$ cat config.mk
export PLATFORM = sky130hd
export DESIGN_NAME = mask_row_scanout
export DESIGN_NICKNAME = d
export VERILOG_FILES = /design/src/rtl/vga_timing_pkg.sv /design/src/rtl/vga_timing_counter.sv /design/src/rtl/mask_row_scanout.sv
export SDC_FILE = /design/constraint.sdc
export NUM_CORES = 2
export LEC_CHECK = 0
export CAP_MARGIN = 20
export CORE_MARGIN = 1
export CORE_UTILIZATION = 40
export CTS_BUF_LIST = sky130_fd_sc_hd__clkbuf_8
export DETAILED_ROUTE_END_ITERATION = 12
export MAX_ROUTING_LAYER = met4
export RECOVER_POWER = 50
export SKIP_LAST_GASP = 1
export SLEW_MARGIN = 15
export SYNTH_ARGS = -nofsm -noshare
export SYNTH_HDL_FRONTEND = slang
export SYNTH_SLANG_ARGS = --single-unit
$ cat constraint.sdc
create_clock -name clk -period 3.8 [get_ports clk]
set_input_delay 0.57 -clock clk [delete_from_list [all_inputs] [get_ports clk]]
set_output_delay 0.57 -clock clk [all_outputs]
set_load 0.02 [all_outputs]
$ cat src/rtl/vga_timing_pkg.sv
// Purpose: shared 640x480@60 VGA timing constants and the mask row type.
// Latency: n/a (constants and types only).
// Backpressure: n/a. Shared by the mask generator, the scanout block and its bench model.
package vga_timing_pkg;

    localparam int VGA_H_ACTIVE = 640;
    localparam int VGA_H_FP     = 16;
    localparam int VGA_H_SYNC   = 96;
    localparam int VGA_H_BP     = 48;
    localparam int VGA_V_ACTIVE = 480;
    localparam int VGA_V_FP     = 10;
    localparam int VGA_V_SYNC   = 2;
    localparam int VGA_V_BP     = 33;

    localparam int VGA_H_TOTAL  = VGA_H_ACTIVE + VGA_H_FP + VGA_H_SYNC + VGA_H_BP;
    localparam int VGA_V_TOTAL  = VGA_V_ACTIVE + VGA_V_FP + VGA_V_SYNC + VGA_V_BP;

    // Width of the pixel/line counters and of x_out/y_out.
    localparam int CNT_W = 10;

    // One mask row; index 0 is the leftmost pixel.
    typedef logic [0:VGA_H_ACTIVE-1] mask_row_t;

endpackage

$ cat src/rtl/vga_timing_counter.sv
// Purpose: horizontal/vertical raster counters advanced on the pixel tick.
// Latency: counters update one clk after a clk_en tick; line_end/next_line_active are combinational.
// Backpressure: none; free-running whenever clk_en is high.
// Ports: clk, rst (sync, active-high), clk_en -> h_cnt, v_cnt, line_end, next_line_active.
module vga_timing_counter
    import vga_timing_pkg::*;
#(
    parameter int H_TOTAL  = VGA_H_TOTAL,
    parameter int V_TOTAL  = VGA_V_TOTAL,
    parameter int V_ACTIVE = VGA_V_ACTIVE
) (
    input  logic             clk,
    input  logic             rst,
    input  logic             clk_en,
    output logic [CNT_W-1:0] h_cnt,
    output logic [CNT_W-1:0] v_cnt,
    output logic             line_end,
    output logic             next_line_active
);

    localparam logic [CNT_W-1:0] H_LAST = CNT_W'(H_TOTAL - 1);
    localparam logic [CNT_W-1:0] V_LAST = CNT_W'(V_TOTAL - 1);
    localparam logic [CNT_W-1:0] V_ACT  = CNT_W'(V_ACTIVE);

    logic [CNT_W-1:0] v_next;

    always_comb begin
        v_next           = (v_cnt == V_LAST) ? '0 : v_cnt + 1'b1;
        // line_end is a tick-qualified strobe: the last pixel of a line on a live tick.
        line_end         = clk_en && (h_cnt == H_LAST);
        next_line_active = (v_next < V_ACT);
    end

    // Reset parks on the last line so the first displayed line is blanking,
    // giving the producer one full line to deliver row 0.
    always_ff @(posedge clk) begin
        if (rst) begin
            h_cnt <= '0;
            v_cnt <= V_LAST;
        end else if (clk_en) begin
            if (h_cnt == H_LAST) begin
                h_cnt <= '0;
                v_cnt <= v_next;
            end else begin
                h_cnt <= h_cnt + 1'b1;
            end
        end
    end

endmodule

$ cat src/rtl/mask_row_scanout.sv
// Purpose: double-buffers mask rows from the mask generator and scans them out under VGA timing.
// Latency: output tuple is one pixel tick behind the raster counters; rows shown one line after capture.
// Backpressure: row_req high while the shadow is empty; rows offered into a full shadow are dropped (overrun).
// Ports: clk, rst, clk_en, mg_mask, rp_valid -> row_req, hsync, vsync, video_on, pixel_out,
//        x_out, y_out, underflow, overrun.
module mask_row_scanout
    import vga_timing_pkg::*;
#(
    parameter int   H_ACTIVE = VGA_H_ACTIVE,
    parameter int   H_FP     = VGA_H_FP,
    parameter int   H_SYNC   = VGA_H_SYNC,
    parameter int   H_BP     = VGA_H_BP,
    parameter int   V_ACTIVE = VGA_V_ACTIVE,
    parameter int   V_FP     = VGA_V_FP,
    parameter int   V_SYNC   = VGA_V_SYNC,
    parameter int   V_BP     = VGA_V_BP,
    parameter logic SYNC_POL = 1'b0
) (
    input  logic                clk,
    input  logic                rst,
    input  logic                clk_en,
    input  logic [0:H_ACTIVE-1] mg_mask,
    input  logic                rp_valid,
    output logic                row_req,
    output logic                hsync,
    output logic                vsync,
    output logic                video_on,
    output logic                pixel_out,
    output logic [CNT_W-1:0]    x_out,
    output logic [CNT_W-1:0]    y_out,
    output logic                underflow,
    output logic                overrun
);

    localparam int H_TOTAL = H_ACTIVE + H_FP + H_SYNC + H_BP;
    localparam int V_TOTAL = V_ACTIVE + V_FP + V_SYNC + V_BP;
    localparam int IDX_W   = (H_ACTIVE > 1) ? $clog2(H_ACTIVE) : 1;

    localparam logic [CNT_W-1:0] H_ACT    = CNT_W'(H_ACTIVE);
    localparam logic [CNT_W-1:0] V_ACT    = CNT_W'(V_ACTIVE);
    localparam logic [CNT_W-1:0] HS_START = CNT_W'(H_ACTIVE + H_FP);
    localparam logic [CNT_W-1:0] HS_END   = CNT_W'(H_ACTIVE + H_FP + H_SYNC);
    localparam logic [CNT_W-1:0] VS_START = CNT_W'(V_ACTIVE + V_FP);
    localparam logic [CNT_W-1:0] VS_END   = CNT_W'(V_ACTIVE + V_FP + V_SYNC);

    logic [CNT_W-1:0]    h_cnt;
    logic [CNT_W-1:0]    v_cnt;
    logic                line_end;
    logic                next_line_active;
    logic                xfer;
    logic                vid_next;
    logic [IDX_W-1:0]    pix_idx;
    logic [0:H_ACTIVE-1] shadow;
    logic [0:H_ACTIVE-1] active;
    logic                shadow_full;

    vga_timing_counter #(
        .H_TOTAL  (H_TOTAL),
        .V_TOTAL  (V_TOTAL),
        .V_ACTIVE (V_ACTIVE)
    ) u_timing (
        .clk              (clk),
        .rst              (rst),
        .clk_en           (clk_en),
        .h_cnt            (h_cnt),
        .v_cnt            (v_cnt),
        .line_end         (line_end),
        .next_line_active (next_line_active)
    );

    always_comb begin
        // Shadow-to-active transfer on the last tick of the line preceding a visible line.
        xfer     = line_end && next_line_active;
        vid_next = (h_cnt < H_ACT) && (v_cnt < V_ACT);
        // Keep the row index in range outside the active area.
        pix_idx  = vid_next ? h_cnt[IDX_W-1:0] : '0;
        row_req  = ~shadow_full;
    end

    // Row buffers and intake. Intake runs every clk; a transfer in the same
    // cycle frees the shadow, so a coincident row lands without overrun.
    always_ff @(posedge clk) begin
        if (rst) begin
            shadow      <= '0;
            active      <= '0;
            shadow_full <= 1'b0;
            underflow   <= 1'b0;
            overrun     <= 1'b0;
        end else begin
            if (xfer) begin
                if (shadow_full) begin
                    active <= shadow;
                end else begin
                    active    <= '0;
                    underflow <= 1'b1;
                end
            end
            if (rp_valid && (!shadow_full || xfer)) begin
                shadow      <= mg_mask;
                shadow_full <= 1'b1;
            end else begin
                if (rp_valid) begin
                    overrun <= 1'b1;
                end
                if (xfer) begin
                    shadow_full <= 1'b0;
                end
            end
        end
    end

    // Output pipeline: one registered stage so the whole tuple describes the
    // same pixel, one tick behind the counters.
    always_ff @(posedge clk) begin
        if (rst) begin
            x_out     <= '0;
            y_out     <= '0;
            hsync     <= ~SYNC_POL;
            vsync     <= ~SYNC_POL;
            video_on  <= 1'b0;
            pixel_out <= 1'b0;
        end else if (clk_en) begin
            x_out     <= h_cnt;
            y_out     <= v_cnt;
            video_on  <= vid_next;
            pixel_out <= vid_next & active[pix_idx];
            hsync     <= ((h_cnt >= HS_START) && (h_cnt < HS_END)) ? SYNC_POL : ~SYNC_POL;
            vsync     <= ((v_cnt >= VS_START) && (v_cnt < VS_END)) ? SYNC_POL : ~SYNC_POL;
        end
    end

endmodule

==> impl_metrics.toml <==
[outcome]
status = "finished, violations left"
violations = "design-rule violations, max-capacitance violations, max-slew violations"

[timing]
finalHoldViolations = 0
setup_viol_count_final = 0
fin_skew_ns = 0.0390
max_freq_mhz = 271
setup_tns_ns = 0
timing.slew.headroom_pct = -62.9
rsz0062_at_grt = "false"
worst_slew_pin_slew_ns = 2.44
finalCritPeriodShare_pct = 97.0
worst_slack_ns = 0.114
finalCriticalPeriod_ns = 3.69
slew_viol_final = 602

[finish]
fin_area_um2 = 64200
area_growth_pct = 23.5
drive_gt1_share_pct = 6.72
nNetsFinal = 7712
final_cells = 8958

[power_and_ir_drop]
p_sw_w = 0.00745
pwr-share-comb_pct = 7.6
power_w = 0.0297
seqPwrFrac_pct = 49.2
irDropWorstVdd_uv = 320
pwr-share-clk_pct = 43.2
swShare_pct = 25.1
power_density_nw_per_um2 = 462
intPower_w = 0.0222
leakage_nw = 22.1

[setup_path]
cpMaxStageDelayCell = "clkbuf_2"
slowest_delay_ns = 0.58
start_kind = "register"
critPathCaptureType = "register"
cp.required_ns = 4.50
worstSetupPathType = "reg2reg"
cpMostUsedCell = "nand2_1"
path_cells = "clkbuf_2, nand2_1, nor4_1, and3_1, o221ai_2, buf_4, buf_8, nand2_1, a21oi_1"
cp_max_fo = 216
crit_family = "simple AND/OR/NAND/NOR gates"
critPathBufInv = 3
cp.arrival_ns = 4.39

[floorplanning]
ios = 671
die_h_um = 362
start_util_pct = 40.5
rows = 131
dieArea_um2 = 131000
coreArea_um2 = 128000
die_w_um = 362

[placed_design]
gp_congestion = 0.871
portBuffers = 670
dpl-instance-area_um2 = 59800
post-place-ws_ns = 0.119
dp.final_hpwl_um = 126000
dp_cells = 8574

[clock_network]
post_cts.repair.setup_buffers = 0
cts_tree = "built"
cts_buffer_depth = 3
cts-hold-fix-buffers = 0
cts_made_buffers = 216
cts_sinks = 1327
clk_latency_ns = 0.94
htree_num_levels = 4
cts_resized = 0
path_clk_slew_ns = 0.06
cts-root-buf = "clkbuf_8"

[grt]
antenna_found_initial = 12
grt_pass1_vias = 46885
grt_remaining_overflow = 0
grt_usage_pct = 29.0
grt_first_pass_wirelength_um = 286000
grt_max_degree = 231

[yosys]
synth_fp_nets = 7315
synth_top_family_by_area = "simple AND/OR/NAND/NOR gates"
synth_top_flop_cell = "dfxtp_1"
synth_top_area_cell = "dfxtp_1"
synthSimpleGateAreaFrac_pct = 22.7
ys_seq_elements = 1327
ys_warn_count = 0
synthMuxAreaShare_pct = 2.05
synth_top_area_share_pct = 51.1
synth_compound_area_share_pct = 18.7
avgSynthCellArea_um2 = 7.80
async_reset_ff_share_pct = 0
syn_inst = 6667
synthesis.area_um2 = 52000
ys_seq_area_share_pct = 51.1
synthAdderAreaFrac_pct = 0.0963
synth_xor_area_share_pct = 0.202
yosysUniqueCellTypes = 70
synth_edf_count = 0
synth_area_leaders = "dfxtp_1 (51%), nand2_1 (14%), a21oi_1 (13%)"

[job]
drv_cap = 3

[route]
routed_wl_um = 193000
drtAntennaViolNets = 0
drt-initial-drc-count = 4778
first_pass_iters = 11
vias_per_cell = 5.47
wl_per_cell_um = 21.5
drc = 4
vias = 49044

[min_path]
hp-class = "in2reg"
==> worst reg2reg max path: cells and delay by family, from the launching register on <==
family / cells / cell delay (ns)
AND/OR/NAND/NOR: 4 / 1.75
buffers and inverters: 3 / 1.03
flip-flops: 1 / 0.38
AO/OA/AOI/OAI: 2 / 0.29
==> worst paths after layout <==
check / start / endpoint / slack (ns) / cells after the start
worst max-delay path: u_timing.h_cnt[2] / active[52] / 0.11 / 9
worst min-delay path: mg_mask[521] / shadow[521] / 0.17 / 3
worst max register to register: u_timing.h_cnt[2] / active[52] / 0.11 / 9
worst min register to register: active[620] / active[620] / 0.45 / 2
==> power by group through the flow <==
stage | Sequential, W | Combinational (W) | Clock, W
5_1_grt | 0.0146 | 0.00243 | 0.0137
3_5_place_dp | 0.0149 | 0.00225 | 0
6_report | 0.0146 | 0.00225 | 0.0128
4_1_cts | 0.0146 | 0.00226 | 0.0130
2_1_floorplan | 0.0148 | 0.00110 | 0
3_3_place_gp | 0.0149 | 0.00224 | 0
==> cells by family (layout without fill, tap and decap cells) <==
logic type | after synthesis | after routing
simple gates | 2853 | 2854
flops | 1327 | 1327
other cells | 0 | 7
buf+inv | 631 | 1185
xor+xnor | 12 | 12
mux | 98 | 98
compound gates | 1742 | 1742
fa+ha+maj | 4 | 4
==> metrics by stage <==
stage	hold slack (ns)	utilization (%)
after floorplan	0.427	-
after global placement	0.434	46.7
after detailed placement	0.440	46.7
after CTS	0.0531	50.1
after global routing	0.130	50.1
final	0.167	50.1
==> sequential cells by signal (all words and copies together), names as in the netlist <==
name and count:
u_timing.v_cnt 10, hsync 1, u_timing.h_cnt 10, y_out 10, x_out 10, vsync 1, active 640, video_on 1
underflow 1, overrun 1, pixel_out 1, shadow 640, shadow_full 1
==> per-layer routing <==
layer | vias up | wire [um] | global-route usage (%)
met2 | 1843 | 89900 | 45.1
met3 | 301 | 14100 | 5.26
met1 | 23297 | 83100 | 37.6
met4 | 0 | 5730 | 10.0
met5 | - | 0 | -
li1 | 23603 | - | -
==> final cells by class <==
type                            instances  area [um^2]
Antenna cell                            7         17.5
Clock buffer                          268         3690
Clock inverter                        108          732
Fill cell                           12588        64000
Inverter                                9         36.3
Multi-Input combinational cell       4710        22900
Sequential cell                      1327        26600
Tap cell                             1729         2160
Timing Repair Buffer                  800         8010
==> layout by cell type (no fill, tap or decap), drive strengths merged, types with 11 or more instances in the layout <==
master         instances
clkbuf               281
mux2i                 84
dfxtp               1327
a31oi                 11
nand2               1997
o211ai                17
nor3                  30
a211oi                15
clkinv                11
o22ai                 28
o21ai                 82
nor2                  99
o221ai               108
clkdlybuf4s50        642
buf                  119
dlygate4sd3           26
nand3                660
a221oi                75
a21oi               1362
inv                   93
==> cells in the mapped netlist, types with 27 or more instances <==
cell type,n
a221oi_1,75
o22ai_1,28
o21ai_0,81
buf_1,27
buf_2,178
nand3_1,659
a21oi_1,1362
nand2_1,1997
mux2i_1,84
clkbuf_1,410
nor3_1,30
dfxtp_1,1327
nor2_1,99
o221ai_1,108
Note: power is estimated with default switching activity, not from simulation.
